--- config.mk ---
export PLATFORM = sky130hd
export DESIGN_NAME = comm_master
export DESIGN_NICKNAME = d
export VERILOG_FILES = /design/src/rtl/comm_master.sv
export SDC_FILE = /design/constraint.sdc
export NUM_CORES = 1
export LEC_CHECK = 0
export CORE_UTILIZATION = 25
export DETAILED_ROUTE_END_ITERATION = 16
export PLACE_DENSITY = 0.4
export RECOVER_POWER = 100
export SLEW_MARGIN = 15
export SYNTH_ARGS = -nofsm -noshare
export SYNTH_HDL_FRONTEND = slang
export SYNTH_SLANG_ARGS = --single-unit
--- constraint.sdc ---
create_clock -name clk -period 4.2 [get_ports clk]
set_clock_uncertainty 0.2 [all_clocks]
set_input_delay 1.05 -clock clk [delete_from_list [all_inputs] [get_ports clk]]
set_output_delay 1.05 -clock clk [all_outputs]
set_load 0.05 [all_outputs]
--- src/rtl/comm_master.sv ---
// ---------------------------------------------------------------------------
// comm_master
//   Full-duplex UART master for the copter link. A pulse on snd_cmd latches
//   an 8-bit opcode and a 16-bit payload and transmits them as three
//   back-to-back 8N1 bytes (cmd, data[15:8], data[7:0]). Independently, the
//   receiver collects bytes arriving on RX and presents the most recent one
//   on resp, flagged by resp_rdy.
//
// Parameters
//   BAUD_DIV      clk cycles per UART bit (default 2604: 50 MHz / 19200 baud).
//                 Must be at least 4.
//
// Ports
//   clk           single clock, rising-edge
//   rst           synchronous active-high reset
//   RX            serial data from the copter (asynchronous)
//   TX            serial data to the copter (idles high)
//   cmd           command opcode to send
//   data          16-bit payload sent after cmd, high byte first
//   snd_cmd       one-cycle pulse that starts a frame (ignored while busy)
//   frm_snt       high once the last frame's final stop bit has completed
//   resp          last byte received
//   resp_rdy      high while resp holds an unconsumed byte
//   clr_resp_rdy  pulse that knocks down resp_rdy
//
// Configuration macro
//   COMM_MASTER_RESP_AUTOCLR_EN  when defined, an accepted snd_cmd also
//                                clears resp_rdy (same priority as
//                                clr_resp_rdy).
// ---------------------------------------------------------------------------
module comm_master #(
  parameter int BAUD_DIV = 2604
) (
  input  logic        clk,
  input  logic        rst,
  input  logic        RX,
  output logic        TX,
  input  logic [7:0]  cmd,
  input  logic [15:0] data,
  input  logic        snd_cmd,
  output logic        frm_snt,
  output logic [7:0]  resp,
  output logic        resp_rdy,
  input  logic        clr_resp_rdy
);

  localparam int            CW        = (BAUD_DIV > 2) ? $clog2(BAUD_DIV) : 2;
  localparam logic [CW-1:0] BIT_LAST  = CW'(BAUD_DIV - 1);
  localparam logic [CW-1:0] HALF_LAST = CW'(BAUD_DIV / 2 - 1);
  // Bit positions within one 10-bit 8N1 frame: 0 = start, 1..8 = data, 9 = stop.
  localparam logic [3:0]    STOP_IDX  = 4'd9;

  typedef enum logic [1:0] {IDLE, SEND_CMD, SEND_HI, SEND_LO} tx_state_t;
  typedef enum logic [1:0] {RX_IDLE, RX_START, RX_DATA, RX_STOP} rx_state_t;

  // -------------------------------------------------------------------------
  // Transmitter
  // -------------------------------------------------------------------------
  tx_state_t     tx_state;
  tx_state_t     tx_state_nxt;
  logic [CW-1:0] tx_baud;
  logic [3:0]    tx_bit;
  logic [3:0]    tx_bit_nxt;
  logic [7:0]    cmd_q;
  logic [15:0]   data_q;
  logic [7:0]    tx_byte;
  logic [9:0]    tx_frame;
  logic          tx_accept;
  logic          tx_bit_end;
  logic          tx_byte_end;

  // Byte currently on the wire, chosen by which of the three bytes we are in.
  always_comb begin
    tx_byte = data_q[7:0];
    case (tx_state)
      SEND_CMD: tx_byte = cmd_q;
      SEND_HI:  tx_byte = data_q[15:8];
      default:  tx_byte = data_q[7:0];
    endcase
  end

  assign tx_frame   = {1'b1, tx_byte, 1'b0};
  assign tx_bit_nxt = tx_bit + 4'd1;

  // TX next-state logic: each byte state advances only when its stop bit
  // has been on the line for a full bit period.
  always_comb begin
    tx_state_nxt = tx_state;
    tx_accept    = 1'b0;
    tx_bit_end   = (tx_state != IDLE) && (tx_baud == BIT_LAST);
    tx_byte_end  = tx_bit_end && (tx_bit == STOP_IDX);
    case (tx_state)
      IDLE: begin
        if (snd_cmd) begin
          tx_accept    = 1'b1;
          tx_state_nxt = SEND_CMD;
        end
      end
      SEND_CMD: if (tx_byte_end) tx_state_nxt = SEND_HI;
      SEND_HI:  if (tx_byte_end) tx_state_nxt = SEND_LO;
      SEND_LO:  if (tx_byte_end) tx_state_nxt = IDLE;
      default:  tx_state_nxt = IDLE;
    endcase
  end

  always_ff @(posedge clk) begin
    if (rst) tx_state <= IDLE;
    else     tx_state <= tx_state_nxt;
  end

  // TX datapath. TX is registered so the line never glitches; the value for
  // the next bit is loaded on the edge that ends the current one. Going
  // straight from a stop bit to the next start bit gives the gap-free
  // three-byte burst.
  always_ff @(posedge clk) begin
    if (rst) begin
      tx_baud <= '0;
      tx_bit  <= '0;
      cmd_q   <= '0;
      data_q  <= '0;
      TX      <= 1'b1;
      frm_snt <= 1'b0;
    end else if (tx_accept) begin
      cmd_q   <= cmd;
      data_q  <= data;
      tx_baud <= '0;
      tx_bit  <= '0;
      TX      <= 1'b0;
      frm_snt <= 1'b0;
    end else if (tx_state != IDLE) begin
      if (tx_bit_end) begin
        tx_baud <= '0;
        if (tx_byte_end) begin
          tx_bit <= '0;
          if (tx_state == SEND_LO) begin
            TX      <= 1'b1;
            frm_snt <= 1'b1;
          end else begin
            TX <= 1'b0;
          end
        end else begin
          tx_bit <= tx_bit_nxt;
          TX     <= tx_frame[tx_bit_nxt];
        end
      end else begin
        tx_baud <= tx_baud + 1'b1;
      end
    end
  end

  // -------------------------------------------------------------------------
  // Receiver
  // -------------------------------------------------------------------------
  logic          rx_meta;
  logic          rx_sync;
  logic          rx_prev;
  logic          rx_fall;
  rx_state_t     rx_state;
  rx_state_t     rx_state_nxt;
  logic [CW-1:0] rx_cnt;
  logic [2:0]    rx_bit;
  logic [7:0]    rx_shift;
  logic          rx_start_det;
  logic          rx_load;
  logic          auto_clr;
  logic          resp_clr;

  // Two-flop synchronizer for the asynchronous RX line, plus one more stage
  // of history for falling-edge detection. All reset to the idle level.
  always_ff @(posedge clk) begin
    if (rst) begin
      rx_meta <= 1'b1;
      rx_sync <= 1'b1;
      rx_prev <= 1'b1;
    end else begin
      rx_meta <= RX;
      rx_sync <= rx_meta;
      rx_prev <= rx_sync;
    end
  end

  assign rx_fall = rx_prev & ~rx_sync;

  // RX next-state logic. The start bit is re-checked half a bit after the
  // falling edge so short glitches fall back to idle; every later bit is
  // then sampled one full bit period after the previous midpoint.
  always_comb begin
    rx_state_nxt = rx_state;
    rx_start_det = 1'b0;
    rx_load      = 1'b0;
    case (rx_state)
      RX_IDLE: begin
        if (rx_fall) begin
          rx_start_det = 1'b1;
          rx_state_nxt = RX_START;
        end
      end
      RX_START: begin
        if (rx_cnt == HALF_LAST) rx_state_nxt = rx_sync ? RX_IDLE : RX_DATA;
      end
      RX_DATA: begin
        if ((rx_cnt == BIT_LAST) && (rx_bit == 3'd7)) rx_state_nxt = RX_STOP;
      end
      RX_STOP: begin
        if (rx_cnt == BIT_LAST) begin
          rx_load      = 1'b1;
          rx_state_nxt = RX_IDLE;
        end
      end
      default: rx_state_nxt = RX_IDLE;
    endcase
  end

  always_ff @(posedge clk) begin
    if (rst) rx_state <= RX_IDLE;
    else     rx_state <= rx_state_nxt;
  end

`ifdef COMM_MASTER_RESP_AUTOCLR_EN
  assign auto_clr = tx_accept;
`else
  assign auto_clr = 1'b0;
`endif

  assign resp_clr = clr_resp_rdy | rx_start_det | auto_clr;

  // RX datapath: baud counter, bit counter and LSB-first shift register.
  // resp is only written when a whole byte has arrived. For resp_rdy a new
  // byte landing beats any clear request in the same cycle.
  always_ff @(posedge clk) begin
    if (rst) begin
      rx_cnt   <= '0;
      rx_bit   <= '0;
      rx_shift <= '0;
      resp     <= '0;
      resp_rdy <= 1'b0;
    end else begin
      case (rx_state)
        RX_START: begin
          if (rx_cnt == HALF_LAST) rx_cnt <= '0;
          else                     rx_cnt <= rx_cnt + 1'b1;
        end
        RX_DATA: begin
          if (rx_cnt == BIT_LAST) begin
            rx_cnt   <= '0;
            rx_shift <= {rx_sync, rx_shift[7:1]};
            rx_bit   <= rx_bit + 3'd1;
          end else begin
            rx_cnt <= rx_cnt + 1'b1;
          end
        end
        RX_STOP: begin
          if (rx_cnt == BIT_LAST) rx_cnt <= '0;
          else                    rx_cnt <= rx_cnt + 1'b1;
        end
        default: begin
          rx_cnt <= '0;
          rx_bit <= '0;
        end
      endcase

      if (rx_load) resp <= rx_shift;

      if (rx_load)       resp_rdy <= 1'b1;
      else if (resp_clr) resp_rdy <= 1'b0;
    end
  end

endmodule

After elaboration in Yosys (flattened, before gate mapping)
Cells that the tools add are included.
{ "word_totals": {"reg_bits": 81, "input_bits": 29, "elab_cells": 98} }
{ "op_classes": {"add_sub_neg": 4, "n_lt_le_gt_ge": 1, "n_eq_ne": 20, "mux": 34, "n_bitwise": 4, "reduce_logical": 19} }
{ "op_table": {"columns": ["cell", "count"], "rows": [
  ["$mux W12", 3],
  ["$add A12 B1 Y12 const B", 2],
  ["$eq A12 B12 Y1 const B", 2],
  ["$pmux W12 S2", 1],
  ["$mux W2", 9],
  ["$ne A2 B2 Y1 const B", 9],
  ["$pmux W2 S4", 2],
  ["$pmux W8 S2", 1],
  ["$mux W1", 14],
  ["$eq A12 B11 Y1 const B", 1],
  ["$reduce_and A4 Y1", 3],
  ["$eq A2 B2 Y1 const B", 4],
  ["$reduce_and A2 Y1", 4],
  ["$reduce_bool A2 Y1", 4],
  ["$pmux W3 S2", 1],
  ["$reduce_or A2 Y1", 3],
  ["$lt A4 B5 Y1 const B", 1],
  ["$add A4 B1 Y4 const B", 1],
  ["$bmux W1 S4", 1],
  ["$eq A2 B1 Y1 const B", 2],
  ["$eq A4 B4 Y1 const B", 1],
  ["$logic_not A2 Y1", 2],
  ["$mux W4", 1],
  ["$add A3 B1 Y3 const B", 1],
  ["6 further kinds", 9]
]} }

Logic depth before layout (Yosys ltp)
{ "depth": {"word_depth": 8, "ltp_mapped": 8, "depth_no_buf": 7} }

Worst setup path before layout
OpenSTA, ideal clock, no wires.
{ "synth_timing": {"kind": "reg2reg", "start": "register rx_cnt[4]", "end": "register resp[4]", "setup_time_ns": 0.126, "arrival_ns": 1.800, "required_time_ns": 3.874, "setup_slack_ns": 2.074, "stages_incl_launch_ff": 7, "path_buffers": 1, "synth_period_minus_slack_ns": 2.126, "path_cell_list": "dfxtp_1 -> or4_4 -> or4_4 -> or2_1 -> buf_6 -> mux2i_1 -> nor2_1"} }
{ "synth_via": {"elab_chain_len": 3} }
{ "synth_lines": {"columns": ["element", "line", "rtl"], "rows": [
  ["start, declared", "160", "logic [CW-1:0] rx_cnt;"],
  ["start signal, assigned", "241", "else rx_cnt <= rx_cnt + 1'b1;"],
  ["start signal, assigned", "249", "rx_cnt <= rx_cnt + 1'b1;"],
  ["start signal, assigned", "254", "else rx_cnt <= rx_cnt + 1'b1;"],
  ["$eq A12 B12 Y1", "205", "if (rx_cnt == BIT_LAST) begin"],
  ["$mux W1", "205", null],
  ["$mux W1", "191", "case (rx_state)"],
  ["end signal, assigned", "262", "if (rx_load) resp <= rx_shift;"],
  ["end, declared", "42", "output logic [7:0] resp,"]
]} }
No other way between the ends.
A chain may end at the register's enable or synchronous reset.

Worst setup path in the final report
{ "layout_timing": {"start": "input snd_cmd", "end": "register data_q[14]"} }
{ "layout_via": {"elab_chain_len": 2} }
{ "layout_lines": {"columns": ["element", "line", "rtl"], "rows": [
  ["start, declared", "40", "input logic snd_cmd,"],
  ["$mux W1", "94", "if (snd_cmd) begin"],
  ["$mux W1", "92", "case (tx_state)"],
  ["end signal, assigned", "125", "data_q <= data;"],
  ["end, declared", "65", "logic [15:0] data_q;"]
]} }
No other way between the ends.

==> run summary <==
The flow ran to the end, and the final reports show no timing, DRC or antenna violations. The number of max-slew violations in the final report is 0, and the clock transition at the registers of the reported paths is 0.06 ns. The final antenna diode count is 0. The pre-antenna-repair detailed-routing pass consisted of 4 iterations.

Worst reg-to-reg path cell count: 6. In this run the standard cell core region covers 14000 sq um. By area the synthesized netlist is led by sky130_fd_sc_hd__dfxtp_1 44%, sky130_fd_sc_hd__nand2_1 6.7%, sky130_fd_sc_hd__nor2_1 6.4%. After detailed routing, the number of remaining DRC violations is 0. The shortest period the worst path allows was 2.87 ns. In the final design database the tool counted 498 nets. Summed over all cells, the static leakage comes to 1.62 nW. The worst flop-to-flop path startpoint was rx_cnt[7]$_SDFF_PP0_.

Setup repair after global routing left no endpoint under its margin. The count of endpoints failing hold in the final timing report was 0; the net count of the mapped netlist was 468. For the pin with the worst max-slew slack, the measured transition is 1.26 ns. The startpoint-to-endpoint class of the critical path was in2reg.

The endpoint of the worst register-to-register path is rx_shift[0]$_SDFFE_PP0P_. The tool flagged a number of max-cap violations equal to 0. The run gives 0.735 as the placer congestion estimate.

Summing the sequential cell areas from Yosys gives 44.5% of the chip area. Number of global-route vias before repair: 3046. The final critical path takes up 68.4% of the cycle. The die boundary width is 123 um, and the initial core utilization is 26.0%. Setup slack on the worst reg-to-reg path comes out at 1.39 ns.

The non-filler instance count after layout is 642, and the number of flops mapped to enable cells by yosys is 0. The worst hold path terminates at rx_sync$_SDFF_PP1_. In the post-synthesis netlist, the cell with the most instances is sky130_fd_sc_hd__dfxtp_1. Setup violations remaining at the end of the flow were counted as 0. The die height works out to 123 um. The tightest hold path in the finished design has a slack of 0.210 ns. After routing the design area is 4410 sq um.

The wire length of the first global-routing pass is 14400 um. The cell area reported after detailed placement was 4150 sq um. The clock latency on the worst-skew pair is 0.34 ns.

Synthesis handed over a netlist of 427 instances. Sort of element at the start of the critical path: a primary input. The maximum clock frequency was 348 MHz.

The filler cell count was 1474; the post-cts hold buffer count was 0. The post-synthesis cell type with the largest combined area was sky130_fd_sc_hd__dfxtp_1. The worst-case IR drop observed on VDD is 0.167 mV. Counting the buffers created by CTS gives 9.

After detailed placement, the design holds a cell count of 626. The tools report the via count as 2962. The top-level port count was 40. The post-synthesis register bit count came out at 81.

Dividing the detail-routed wire length by the instance count gives 12.9 um. In this run the worst path has a maximum fanout of 24. Mean instance size in the synthesized netlist: 8.54 sq um. The total congestion overflow after global routing was 0.

Wires add up to 8280 um. In this run the most critical hold path is launched from rx_meta$_SDFF_PP1_. The logs give 0 for the number of antenna violations at the first check in global routing and 2.94 ns for the signal arrival time at the worst endpoint. In the final layout, flip-flops and latches occupy 1620 sq um. The main flop type after synthesis is sky130_fd_sc_hd__dfxtp_1.

The die covers 15100 sq um. The logs give 0 for the count of warnings emitted by yosys and 3 for the number of levels in the clock H-tree. The count of nets left with antenna violations once routing finished came out at 0.

TritonCTS built the clock tree. Across every metal layer, demand over resource in global routing totals 12.4%. STA classifies the critical path endpoint as a flop. The max-slew headroom at the worst pin is 16.3%, and the count of buffers added by post-CTS timing repair for setup is 0.

Buffers placed on the I/O ports in this run total 39. Entering global routing, the biggest net connects 31 pins. For the setup TNS, the log shows 0 ns. The estimated wirelength of the detail-placed design is 5770 um, and the power density of the placed cells is 452 nW/um^2. The synthesized netlist occupies a cell area of 3650 sq um. The floorplan has 43 rows. The multi-input combinational cells in the finished layout cover a total of 1850 sq um. Post-cts resize count: 0.

The netlist uses 49 different library cells. Fraction of layout cells with a size suffix above 1: 4.76%. The number of instances on the worst hold path is 1, and the post-synthesis to final-layout area growth is 21.1%. The tree is rooted in a sky130_fd_sc_hd__clkbuf_16.

The via density per instance came out at 4.61. For this run, asynchronously set or reset flops after synthesis account for 0%. By count the netlist is led by 81 x sky130_fd_sc_hd__dfxtp_1, 65 x sky130_fd_sc_hd__nand2_1, 62 x sky130_fd_sc_hd__nor2_1. The sink count of the clock tree is 81, and the maximum count of clock buffers along a single path is 2.

The number of DRC violations after detailed-routing iteration 0 was 169. The share of the synthesized area in the top cell type came out at 44.5%. The class of the most critical hold timing path is reg2reg. The required time at the endpoint of the critical path came out at 4.27 ns.
power by group:
group          leakage (nW)  switching [W]  internal [W]
logic                 0.827       0.000255      0.000151
clock network         0.135       0.000310      0.000414
registers             0.658      0.0000387      0.000828
through the flow:
step                power, W  setup WS [ns]  util, %
floorplan            0.00117           2.07        -
CTS                  0.00204           1.44     31.5
global placement     0.00129           1.25     29.6
finish               0.00200           1.33     31.4
global route         0.00213           1.11     31.4
detailed placement   0.00130           1.25     29.6
flip-flops by register name (all words and copies together), names as in the netlist, 2 cells and up, named ones only:
name      flops
data_q       16
rx_shift      8
tx_baud      12
rx_bit        3
rx_cnt       12
cmd_q         8
tx_state      2
resp          8
tx_bit        4
cell usage in the layout, fill, tap and decap left out, drive strengths merged, types with 11 or more instances in the layout:
master / Yosys / layout
clkdlybuf4s50: 0 / 26
inv: 11 / 11
dlygate4sd3: 0 / 12
a21oi: 39 / 39
mux2i: 20 / 20
xnor2: 12 / 12
clkbuf: 16 / 13
nor2: 62 / 62
nand2: 65 / 65
ha: 12 / 12
dfxtp: 81 / 81
final cells by class:
class                           instances  share of cell area, %
Multi-Input combinational cell        312                   41.9
Clock inverter                          5                  0.709
Sequential cell                        81                   36.7
Timing Repair Buffer                   42                   9.13
Clock buffer                           11                   5.50
Tap cell                              180                   5.10
Inverter                               11                  0.935
layer usage:
metal,track usage (%),vias up,wire (um)
met4,4.12,0,121
li1,-,1528,-
met2,19.2,32,3750
met5,0,-,0
met3,4.51,10,302
met1,15.9,1392,4110
how the worst max path moves through the flow:
stage	end	cells past startpoint	from	slack, ns
floorplan	resp[4]$_SDFFE_PP0P_	6	rx_cnt[4]$_SDFF_PP0_	2.07
global placement	data_q[7]$_SDFFE_PP0P_	4	snd_cmd	1.25
detailed placement	tx_baud[8]$_SDFFE_PP0P_	6	snd_cmd	1.25
CTS	resp_rdy	1	resp_rdy$_SDFFE_PP0P_	1.44
global route	cmd_q[1]$_SDFFE_PP0P_	4	snd_cmd	1.11
finish	data_q[14]$_SDFFE_PP0P_	4	snd_cmd	1.33
kinds of logic after synthesis:
| logic type | Yosys count | synth area share [%] |
|---|---|---|
| and+or+nand+nor | 185 | 24.1 |
| DFF | 81 | 44.5 |
| AOI/OAI and AO/OA | 76 | 12.7 |
| buffers and inverters | 34 | 4.60 |
| muxes | 20 | 5.49 |
| xor gates and xnor gates | 19 | 4.56 |
| adders and majority gates | 12 | 4.12 |
critical path, cell delays in order:
cell and delay [ns]:
sky130_fd_sc_hd__dlygate4sd3_1 0.58, sky130_fd_sc_hd__and2_0 0.97, sky130_fd_sc_hd__nand2_1 0.15, sky130_fd_sc_hd__a21oi_1 0.17
Note: power is estimated with default switching activity, not from simulation.
